--- src/rtl/blackparrot_fpga_host_io_arbiter.sv ---
// Shares one BlackParrot I/O-in command port between two host requesters
// (0 = NBF loader, 1 = debug/MMIO). Commands are granted round-robin and
// tagged in an in-order tag FIFO; in-order responses are routed back to the
// issuing requester using the tag at the FIFO head.
//
// Ports:
//   m_axi_aclk / m_axi_aresetn   clock, async active-low reset
//   req_*_i / req_ready_and_o    per-requester command channel (2 lanes packed)
//   cmd_*_o / cmd_ready_and_i    shared command port
//   resp_*_i / resp_yumi_o       shared response port
//   req_resp_*                   routed response channel
//   outstanding_o                per-requester in-flight counts (lane 0 in LSBs)
//   idle_o                       tag FIFO empty
//   error_o                      sticky: response arrived with nothing in flight
module blackparrot_fpga_host_io_arbiter #(
  parameter int unsigned addr_width_p      = 64,
  parameter int unsigned data_width_p      = 64,
  parameter int unsigned max_outstanding_p = 8
) (
  input  logic                                             m_axi_aclk,
  input  logic                                             m_axi_aresetn,
  input  logic [1:0]                                       req_v_i,
  input  logic [2*addr_width_p-1:0]                        req_addr_i,
  input  logic [2*data_width_p-1:0]                        req_data_i,
  input  logic [1:0]                                       req_w_i,
  input  logic [2*(data_width_p/8)-1:0]                    req_wmask_i,
  input  logic [5:0]                                       req_size_i,
  output logic [1:0]                                       req_ready_and_o,
  output logic                                             cmd_v_o,
  output logic [addr_width_p-1:0]                          cmd_addr_o,
  output logic [data_width_p-1:0]                          cmd_data_o,
  output logic                                             cmd_w_o,
  output logic [data_width_p/8-1:0]                        cmd_wmask_o,
  output logic [2:0]                                       cmd_size_o,
  input  logic                                             cmd_ready_and_i,
  input  logic                                             resp_v_i,
  input  logic [data_width_p-1:0]                          resp_data_i,
  input  logic                                             resp_w_i,
  output logic                                             resp_yumi_o,
  output logic [1:0]                                       req_resp_v_o,
  output logic [data_width_p-1:0]                          req_resp_data_o,
  output logic                                             req_resp_w_o,
  input  logic [1:0]                                       req_resp_yumi_i,
  output logic [2*$clog2(max_outstanding_p+1)-1:0]         outstanding_o,
  output logic                                             idle_o,
  output logic                                             error_o
);

  localparam int unsigned MaskWidth = data_width_p / 8;
  localparam int unsigned CntWidth  = $clog2(max_outstanding_p + 1);
  localparam int unsigned PtrWidth  = $clog2(max_outstanding_p);

  // Reset is asserted asynchronously but released on the first clock edge;
  // until then all handshakes are held off so no state can move.
  logic rst_sync_q;
  logic active;

  always_ff @(posedge m_axi_aclk or negedge m_axi_aresetn) begin
    if (!m_axi_aresetn) rst_sync_q <= 1'b0;
    else                rst_sync_q <= 1'b1;
  end

  assign active = rst_sync_q;

  // ---------------------------------------------------------------------------
  // State
  // ---------------------------------------------------------------------------
  logic                               prio_q, prio_d;
  logic [max_outstanding_p-1:0]       tags_q, tags_d;
  logic [PtrWidth:0]                  wr_ptr_q, wr_ptr_d;
  logic [PtrWidth:0]                  rd_ptr_q, rd_ptr_d;
  logic [1:0][CntWidth-1:0]           cnt_q, cnt_d;
  logic                               error_q, error_d;

  always_ff @(posedge m_axi_aclk or negedge m_axi_aresetn) begin
    if (!m_axi_aresetn) begin
      prio_q   <= 1'b0;
      tags_q   <= '0;
      wr_ptr_q <= '0;
      rd_ptr_q <= '0;
      cnt_q    <= '0;
      error_q  <= 1'b0;
    end else begin
      prio_q   <= prio_d;
      tags_q   <= tags_d;
      wr_ptr_q <= wr_ptr_d;
      rd_ptr_q <= rd_ptr_d;
      cnt_q    <= cnt_d;
      error_q  <= error_d;
    end
  end

  // ---------------------------------------------------------------------------
  // Tag FIFO status (extra pointer MSB distinguishes full from empty)
  // ---------------------------------------------------------------------------
  logic tag_empty, tag_full, head;

  assign tag_empty = (wr_ptr_q == rd_ptr_q);
  assign tag_full  = (wr_ptr_q[PtrWidth] != rd_ptr_q[PtrWidth]) &&
                     (wr_ptr_q[PtrWidth-1:0] == rd_ptr_q[PtrWidth-1:0]);
  assign head      = tags_q[rd_ptr_q[PtrWidth-1:0]];

  // ---------------------------------------------------------------------------
  // Arbitration and command mux
  // ---------------------------------------------------------------------------
  logic       gnt_id;
  logic [1:0] grant;
  logic       enq, deq;

  always_comb begin
    gnt_id = prio_q;
    if (!req_v_i[prio_q]) gnt_id = ~prio_q;
    grant = 2'b00;
    if (|req_v_i) grant = gnt_id ? 2'b10 : 2'b01;
  end

  assign cmd_v_o         = active & (|(req_v_i & grant)) & ~tag_full;
  assign req_ready_and_o = grant & {2{active & cmd_ready_and_i & ~tag_full}};
  assign enq             = cmd_v_o & cmd_ready_and_i;

  assign cmd_addr_o  = gnt_id ? req_addr_i[2*addr_width_p-1:addr_width_p]
                              : req_addr_i[addr_width_p-1:0];
  assign cmd_data_o  = gnt_id ? req_data_i[2*data_width_p-1:data_width_p]
                              : req_data_i[data_width_p-1:0];
  assign cmd_wmask_o = gnt_id ? req_wmask_i[2*MaskWidth-1:MaskWidth]
                              : req_wmask_i[MaskWidth-1:0];
  assign cmd_w_o     = gnt_id ? req_w_i[1] : req_w_i[0];
  assign cmd_size_o  = gnt_id ? req_size_i[5:3] : req_size_i[2:0];

  // ---------------------------------------------------------------------------
  // Response routing; a response with nothing in flight is swallowed.
  // ---------------------------------------------------------------------------
  logic resp_routed;

  assign resp_routed     = active & resp_v_i & ~tag_empty;
  assign req_resp_v_o    = resp_routed ? (head ? 2'b10 : 2'b01) : 2'b00;
  assign req_resp_data_o = resp_data_i;
  assign req_resp_w_o    = resp_w_i;
  assign resp_yumi_o     = active & resp_v_i & (tag_empty | req_resp_yumi_i[head]);
  assign deq             = resp_yumi_o & ~tag_empty;

  // ---------------------------------------------------------------------------
  // Next state
  // ---------------------------------------------------------------------------
  logic [1:0] inc, dec;

  always_comb begin
    prio_d   = enq ? ~gnt_id : prio_q;
    tags_d   = tags_q;
    wr_ptr_d = wr_ptr_q;
    rd_ptr_d = rd_ptr_q;
    if (enq) begin
      tags_d[wr_ptr_q[PtrWidth-1:0]] = gnt_id;
      wr_ptr_d = wr_ptr_q + 1'b1;
    end
    if (deq) rd_ptr_d = rd_ptr_q + 1'b1;

    error_d = error_q | (active & resp_v_i & tag_empty);

    inc = enq ? (gnt_id ? 2'b10 : 2'b01) : 2'b00;
    dec = deq ? (head   ? 2'b10 : 2'b01) : 2'b00;
    cnt_d = cnt_q;
    for (int i = 0; i < 2; i++) begin
      case ({inc[i], dec[i]})
        2'b10:   cnt_d[i] = cnt_q[i] + CntWidth'(1);
        2'b01:   cnt_d[i] = cnt_q[i] - CntWidth'(1);
        default: cnt_d[i] = cnt_q[i];
      endcase
    end
  end

  assign outstanding_o = cnt_q;
  assign idle_o        = tag_empty;
  assign error_o       = error_q;

endmodule

--- config.mk ---
export PLATFORM = sky130hd
export DESIGN_NAME = blackparrot_fpga_host_io_arbiter
export DESIGN_NICKNAME = d
export VERILOG_FILES = /design/src/rtl/blackparrot_fpga_host_io_arbiter.sv
export SDC_FILE = /design/constraint.sdc
export NUM_CORES = 1
export LEC_CHECK = 0
export ABC_AREA = 1
export BUFFER_PORTS_ARGS = -buffer_cell sky130_fd_sc_hd__clkbuf_2
export CORE_AREA = 2 2 221 223
export CTS_CLUSTER_SIZE = 40
export DETAILED_ROUTE_END_ITERATION = 7
export DIE_AREA = 0 0 223 225
export HOLD_SLACK_MARGIN = 0.02
export PLACE_DENSITY = 0.42
export SETUP_SLACK_MARGIN = 0.4
export SYNTH_ARGS = -nofsm -noshare
export SYNTH_HDL_FRONTEND = slang
export SYNTH_SLANG_ARGS = --single-unit
--- constraint.sdc ---
create_clock -name m_axi_aclk -period 3.5 [get_ports m_axi_aclk]
set_input_delay 1.05 -clock m_axi_aclk [delete_from_list [all_inputs] [get_ports m_axi_aclk]]
set_output_delay 1.05 -clock m_axi_aclk [all_outputs]
set_load 0.05 [all_outputs]
==> impl_results.md, run 1 <==
* Worst Path Max Fanout at 8
* Max_slew headroom at 0.495
* Hold depth at 1
* Maxcap violations at 0
* First-pass GRT wire length at 33,500 um
* Max Freq at 0.303 GHz
* Period utilisation layout at 0.944
* Most frequent cells in the layout: 299 x clkbuf_2, 257 x nand2_1, 150 x nand2_4, 67 x nand2_2, 62 x buf_12
* FP Rows at 80
* Min cycle time layout at 3.30 ns
* Gpl congestion at 0.772
* Clk slew on worst S/H paths at 0.07 ns
* Seq cells post-synth at 27
* Avg Synthesized Cell Area at 5.47 sq um
* Placed Instance Area at 8130 sq um
* Ys Warns at 0
* Post-route cell area at 9930 sq um
* Fin nets at 1,477
* HP Class: reg2reg
* Core outline area at 47,500 sq um
* I/O pin count at 574
* Async SR Flop Fraction at 1.00
* Worst R2R Start: wr_ptr_q[0]$_DFFE_PN0P_
* CP Launch Type: input port
* Crit path from: req_v_i[1]
* Sequential fraction of the synthesis area at 0.170
* Vias in the first global route at 5,879
* Final setup TNS at 0 ns
* Max Slew Vio Count at 0
* # DRC at 0
* Skew final at 0.00301 ns
* Routed len/inst at 14.8 um
* Crit path required time at 2.45 ns
* Post-Synthesis Cell Area at 3980 sq um
* Most common cell after layout, fill and taps aside: clkbuf_2
* Clock latency on the worst-skew pair at 0.26 ns
* Register area at 677 sq um
* Unrepaired setup endpoints after global routing: true
* H-tree levels at 1
* Via count at 5,858
* Cts hold-fix bufs at 0
* Critical path class: in2out
* Overflow after GRT at 0
* Pleak at 5.28 nW
* Overall Global Routing Usage at 0.0863
* Drt initial violations at 208
* Die Ht at 225 um
* Drt pass-1 iters at 5
* TritonCTS clock tree: done
* Hold Fails Final Rpt at 0
* Hold Startpoint: error_o$_DFF_PN0_
* Ys flop type: dfrtp_1
* Worst slew pin tran at 0.757 ns
* Via-to-Cell Ratio at 3.39
* Synth unique cells at 35
* Buffers added on ports at 443
* DP HPWL at 18,700 um
* Largest net degree at the start of global routing at 49
* Hold Slack at 0.471 ns
* Post-route ant nets at 0
* Layout cells sized above 1 at 0.663
* Clock root buffer: clkbuf_16
* Initial Util at 0.0837
* Crit path DAT at 2.25 ns
* TritonCTS Buffers at 3
* Number of enable flip-flop cells after synthesis at 0
* # fillers at 5,273
* Synthesized net count at 1,091
* CTS sink cnt at 27
* Antenna violations before repair at 0
* Pwr/cell area at 898 nW/um^2
* Die area at 50,200 sq um
* Total wire length at 25,600 um
* Finished Core Util at 0.209
* Cells after synthesis at 728
* Outcome: completed
* Area of the multi-input gates at 3860 sq um
* # setup viols final at 0
* Max Buffers Root-to-Sink at 2
* Die Width at 223 um
* Worst-case reg-to-reg path depth at 13
* Maximum vdd drop at 382 uV
* Setup crit end kind: output port
* P&R area growth vs syn at 149%
[cell type report]
class | instances | share of cell area
repair buffers | 481 | 0.444
clock buffers | 3 | 0.00756
multi-input cells | 570 | 0.389
well taps | 615 | 0.0775
flip-flops and latches | 27 | 0.0682
inverters | 31 | 0.0129
clock inverters | 1 | 0.000504
diodes | 1 | 0.000252
[routing by layer]
metal | part of all wire | GRT usage | vias to the layer above | wire length (um)
met5 | 0 | 0 | - | 0
met4 | 0.017 | 0.0180 | 0 | 441
met3 | 0.099 | 0.0366 | 28 | 2530
met2 | 0.49 | 0.152 | 297 | 12600
met1 | 0.39 | 0.0969 | 2634 | 9990
li1 | - | - | 2899 | -
[sequential cells by signal (all words and copies together), names as in the netlist]
signal / cells
active: 1
error_o: 1
outstanding_o: 8
prio_q: 1
rd_ptr_q: 4
tags_q: 8
wr_ptr_q: 4
[Yosys cell counts (2+ instances only)]
cell      number  area [sq um]
xor2_1        10          87.6
nand2_2        3          18.8
nand2_1      472          1770
buf_1          6          22.5
nand3_2        7          70.1
mux2_2         2          22.5
inv_1         24          90.1
buf_2         19          95.1
nor2_2         2          12.5
fa_1           2          40.0
nand3_1       13          65.1
o21ai_0        7          35.0
ha_1           8           100
dfrtp_1       27           676
nor2_1        17          63.8
buf_4         65           488
clkinv_1       2          7.51
a21oi_1        3          15.0
o21ai_2        2          17.5
xnor2_1        4          35.0
nand3_4        2          35.0
inv_2          4          15.0
nand4_1        8          50.1
clkbuf_1       8          30.0
[cell families after synthesis]
kind of cell    share of synthesized area
xor+xnor                           0.0390
flops                               0.170
simple gates                        0.533
fa+ha+maj                          0.0352
buf+inv                             0.197
other cells                      0.000942
mux                               0.00566
compound gates                     0.0192
[per-stage QoR]
stage / cells / setup WS, ns / total power [mW]
2_1_floorplan: 728 / 0.387 / 5.12
3_3_place_gp: 1707 / 0.0756 / 7.10
3_5_place_dp: 1707 / 0.0739 / 7.13
4_1_cts: 1720 / 0.130 / 8.43
5_1_grt: 1728 / 0.145 / 9.41
6_report: 1729 / 0.196 / 8.92
[what timing repair did]
action / 4_1_cts / 5_1_grt
gates resized for setup: 246 / 128
buffers inserted: 4 / 2
endpoints found under the setup margin: 143 / 148
hold endpoints to repair: 0 / 0
pin swaps: 36 / 41
cloned: 5 / 6
[path summary, 6_finish.rpt]
check	to	slack, ns
worst max-delay path	cmd_addr_o[36]	0.20
worst min-delay path	error_o$_DFF_PN0_	0.47
worst max register to register	outstanding_o[3]$_DFFE_PN0P_	0.76
worst min register to register	error_o$_DFF_PN0_	0.47
max in group asynchronous	rd_ptr_q[0]$_DFFE_PN0N_	2.14
min in group asynchronous	rd_ptr_q[3]$_DFFE_PN0N_	0.84
[worst max-delay path, cell delays in order]
cell,delay [ns]
buf_6,0.09
or2_4,0.25
nand2_8,0.10
buf_12,0.17
buf_16,0.15
buf_12,0.14
nand2_1,0.06
nand2_2,0.08
buf_12,0.13
[power breakdown]
group / switching [mW] / internal, mW
logic: 4.88 / 3.16
clock network: 0.111 / 0.154
registers: 0.157 / 0.451
(Power assumes the default switching activity.)
==> inputs of run 2 (changes only) <==
Settings changed: CORE_AREA 2 2 221 223 to 2 2 224 226, CTS_CLUSTER_DIAMETER set to 100, DIE_AREA 0 0 223 225 to 0 0 226 228, PLACE_DENSITY 0.42 to 0.41.
==> run 2 against run 1 <==
  * Non-clock buffer count grew 2
  * First-iteration DRC count grew 4.3%
  * Critical endpoint is now cmd_addr_o[16]
  * Register-to-register slack gained 0.04 ns
  * Largest power group unchanged
  * Via count grew 2.0%
  * Utilization shrank 0.90 points
==> impl_results.md, run 2 (synthesis gave the netlist of run 1 again) <==
* Outcome: completed (unchanged)
* Max Buffers Root-to-Sink at 2 (unchanged)
* Max Freq at 0.300 GHz (was 0.303 GHz)
* Vias in the first global route at 5,921 (was 5,879)
* Cts hold-fix bufs at 0 (unchanged)
* Post-route ant nets at 0 (unchanged)
* Area of the multi-input gates at 3690 sq um (was 3860 sq um)
* Skew final at 0.00384 ns (was 0.00301 ns)
* Largest net degree at the start of global routing at 46 (was 49)
* P&R area growth vs syn at 148% (was 149%)
* CP max-delay cell: or2_4 (unchanged)
* First-pass GRT wire length at 36,400 um (was 33,500 um)
* # DRC at 0 (unchanged)
* H-tree levels at 1 (unchanged)
* I/O pin count at 574 (unchanged)
* Max_slew headroom at 0.494 (was 0.495)
* # setup viols final at 0 (unchanged)
* Die Ht at 228 um (was 225 um)
* Critical path class: in2out (unchanged)
* Min cycle time layout at 3.33 ns (was 3.30 ns)
* CP Launch Type: input port (unchanged)
* Clk slew on worst S/H paths at 0.07 ns (about the same)
* Slowest cell delay on critical path at 0.25 ns (about the same)
* Antenna violations before repair at 1 (was 0)
* TritonCTS Buffers at 3 (unchanged)
* Crit path required time at 2.45 ns (about the same)
* Die Width at 226 um (was 223 um)
* Worst slew pin tran at 0.759 ns (was 0.757 ns)
* Worst Path Max Fanout at 13 (was 8)
* Most frequent cells in the layout: 299 x clkbuf_2, 217 x nand2_1, 157 x nand2_2, 101 x nand2_4, 57 x buf_12 (was 299 x clkbuf_2, 257 x nand2_1, 150 x nand2_4, 67 x nand2_2, 62 x buf_12)
* Layout cells sized above 1 at 0.697 (was 0.663)
* Crit path cell chain: buf_6 -> or2_4 -> nand2_8 -> buf_12 -> inv_16 -> clkbuf_16 -> nand2_1 -> nand2_2 -> clkbuf_8 (was buf_6 -> or2_4 -> nand2_8 -> buf_12 -> buf_16 -> buf_12 -> nand2_1 -> nand2_2 -> buf_12)
* Final setup TNS at 0 ns (unchanged)
* DP HPWL at 20,000 um (was 18,700 um)
* Max Slew Vio Count at 0 (unchanged)
* Core outline area at 49,300 sq um (was 47,500 sq um)
* Period utilisation layout at 0.953 (was 0.944)
* CTS sink cnt at 27 (unchanged)
* Via-to-Cell Ratio at 3.34 (was 3.39)
* Buffers added on ports at 443 (unchanged)
* Overall Global Routing Usage at 0.0945 (was 0.0863)
* # fillers at 5,514 (was 5,273)
* Pwr/cell area at 909 nW/um^2 (was 898 nW/um^2)
* Drt initial violations at 217 (was 208)
* Via count at 5,975 (was 5,858)
* Maximum vdd drop at 329 uV (was 382 uV)
* Drt pass-1 iters at 4 (was 5)
* Hold Fails Final Rpt at 0 (unchanged)
* Die area at 51,500 sq um (was 50,200 sq um)
* Final WS setup at 0.166 ns (was 0.196 ns)
* Most common cell after layout, fill and taps aside: clkbuf_2 (unchanged)
* FP Rows at 82 (was 80)
* Routed len/inst at 15.9 um (was 14.8 um)
* Clock root buffer: clkbuf_16 (unchanged)
* Maxcap violations at 0 (unchanged)
* Crit path DAT at 2.28 ns (was 2.25 ns)
* Overflow after GRT at 0 (unchanged)
* TritonCTS clock tree: done (unchanged)
* HP Class: reg2reg (unchanged)
* Pleak at 5.14 nW (was 5.28 nW)
* Fin nets at 1,479 (was 1,477)
* Initial Util at 0.0807 (was 0.0837)
* Total wire length at 28,400 um (was 25,600 um)
* Register area at 677 sq um (unchanged)
* Unrepaired setup endpoints after global routing: true (unchanged)
* Gpl congestion at 0.861 (was 0.772)
* Setup crit end kind: output port (unchanged)
* Place WS at 0.0314 ns (was 0.0739 ns)
* Clock latency on the worst-skew pair at 0.26 ns (about the same)
==> run 2: path summary, 6_finish.rpt <==
kind,from,endpoint,slack (ns),cells past startpoint
worst max-delay path,req_v_i[1],cmd_addr_o[16],0.17,9
worst min-delay path,error_o$_DFF_PN0_,error_o$_DFF_PN0_,0.48,1
worst max register to register,wr_ptr_q[0]$_DFFE_PN0P_,outstanding_o[3]$_DFFE_PN0P_,0.80,14
worst min register to register,error_o$_DFF_PN0_,error_o$_DFF_PN0_,0.48,1
max in group asynchronous,m_axi_aresetn,rd_ptr_q[0]$_DFFE_PN0N_,2.13,1
min in group asynchronous,m_axi_aresetn,error_o$_DFF_PN0_,0.84,1
==> run 2: repair_timing <==
item / 4_1_cts / 5_1_grt
endpoints found under the setup margin: 143 / 147
setup buffers: 2 / 1
cloned: 8 / 9
pin swaps: 1 / 33
gates resized for setup: 187 / 204
==> run 2: where the power goes <==
| part | total [mW] | leakage, nW | internal (mW) | switching, mW |
|---|---|---|---|---|
| clock network | 0.272 | 0.0409 | 0.155 | 0.117 |
| logic | 8.09 | 4.77 | 3.16 | 4.93 |
| registers | 0.607 | 0.335 | 0.451 | 0.155 |
| total | 8.97 | 5.14 | 3.77 | 5.20 |
==> run 2: stage by stage <==
| step | cell area, sq um | hold WS (ns) | power (mW) | std cells | util |
|---|---|---|---|---|---|
| 6_report | 9860 | 0.479 | 8.97 | 1788 | 0.200 |
| 5_1_grt | 9860 | 0.505 | 9.47 | 1788 | 0.200 |
| 4_1_cts | 9130 | 0.483 | 8.34 | 1777 | 0.185 |
| 3_5_place_dp | 8170 | 0.465 | 7.09 | 1763 | 0.165 |
| 3_3_place_gp | 8170 | 0.454 | 7.07 | 1763 | 0.165 |
| 2_1_floorplan | 4750 | 0.449 | 5.12 | 728 | - |
==> run 2: layout make-up <==
type,instances,area share
repair buffers,483,0.449
diodes,1,0.000254
well taps,672,0.0852
multi-input cells,570,0.374
clock inverters,1,0.000507
clock buffers,3,0.00761
flip-flops and latches,27,0.0686
inverters,31,0.0138
==> run 2: per-layer routing <==
layer,GRT usage,wire length [um],vias up
met1,0.109,11300,2750
met5,0.00759,51,-
met4,0.0174,413,2
met2,0.168,13900,305
li1,-,-,2901
met3,0.0335,2710,17
==> run 2: worst max-delay path: cells and delay by family <==
kind	cells	cell delay [ns]
buffers and inverters	5	0.71
AND/OR/NAND/NOR	4	0.49
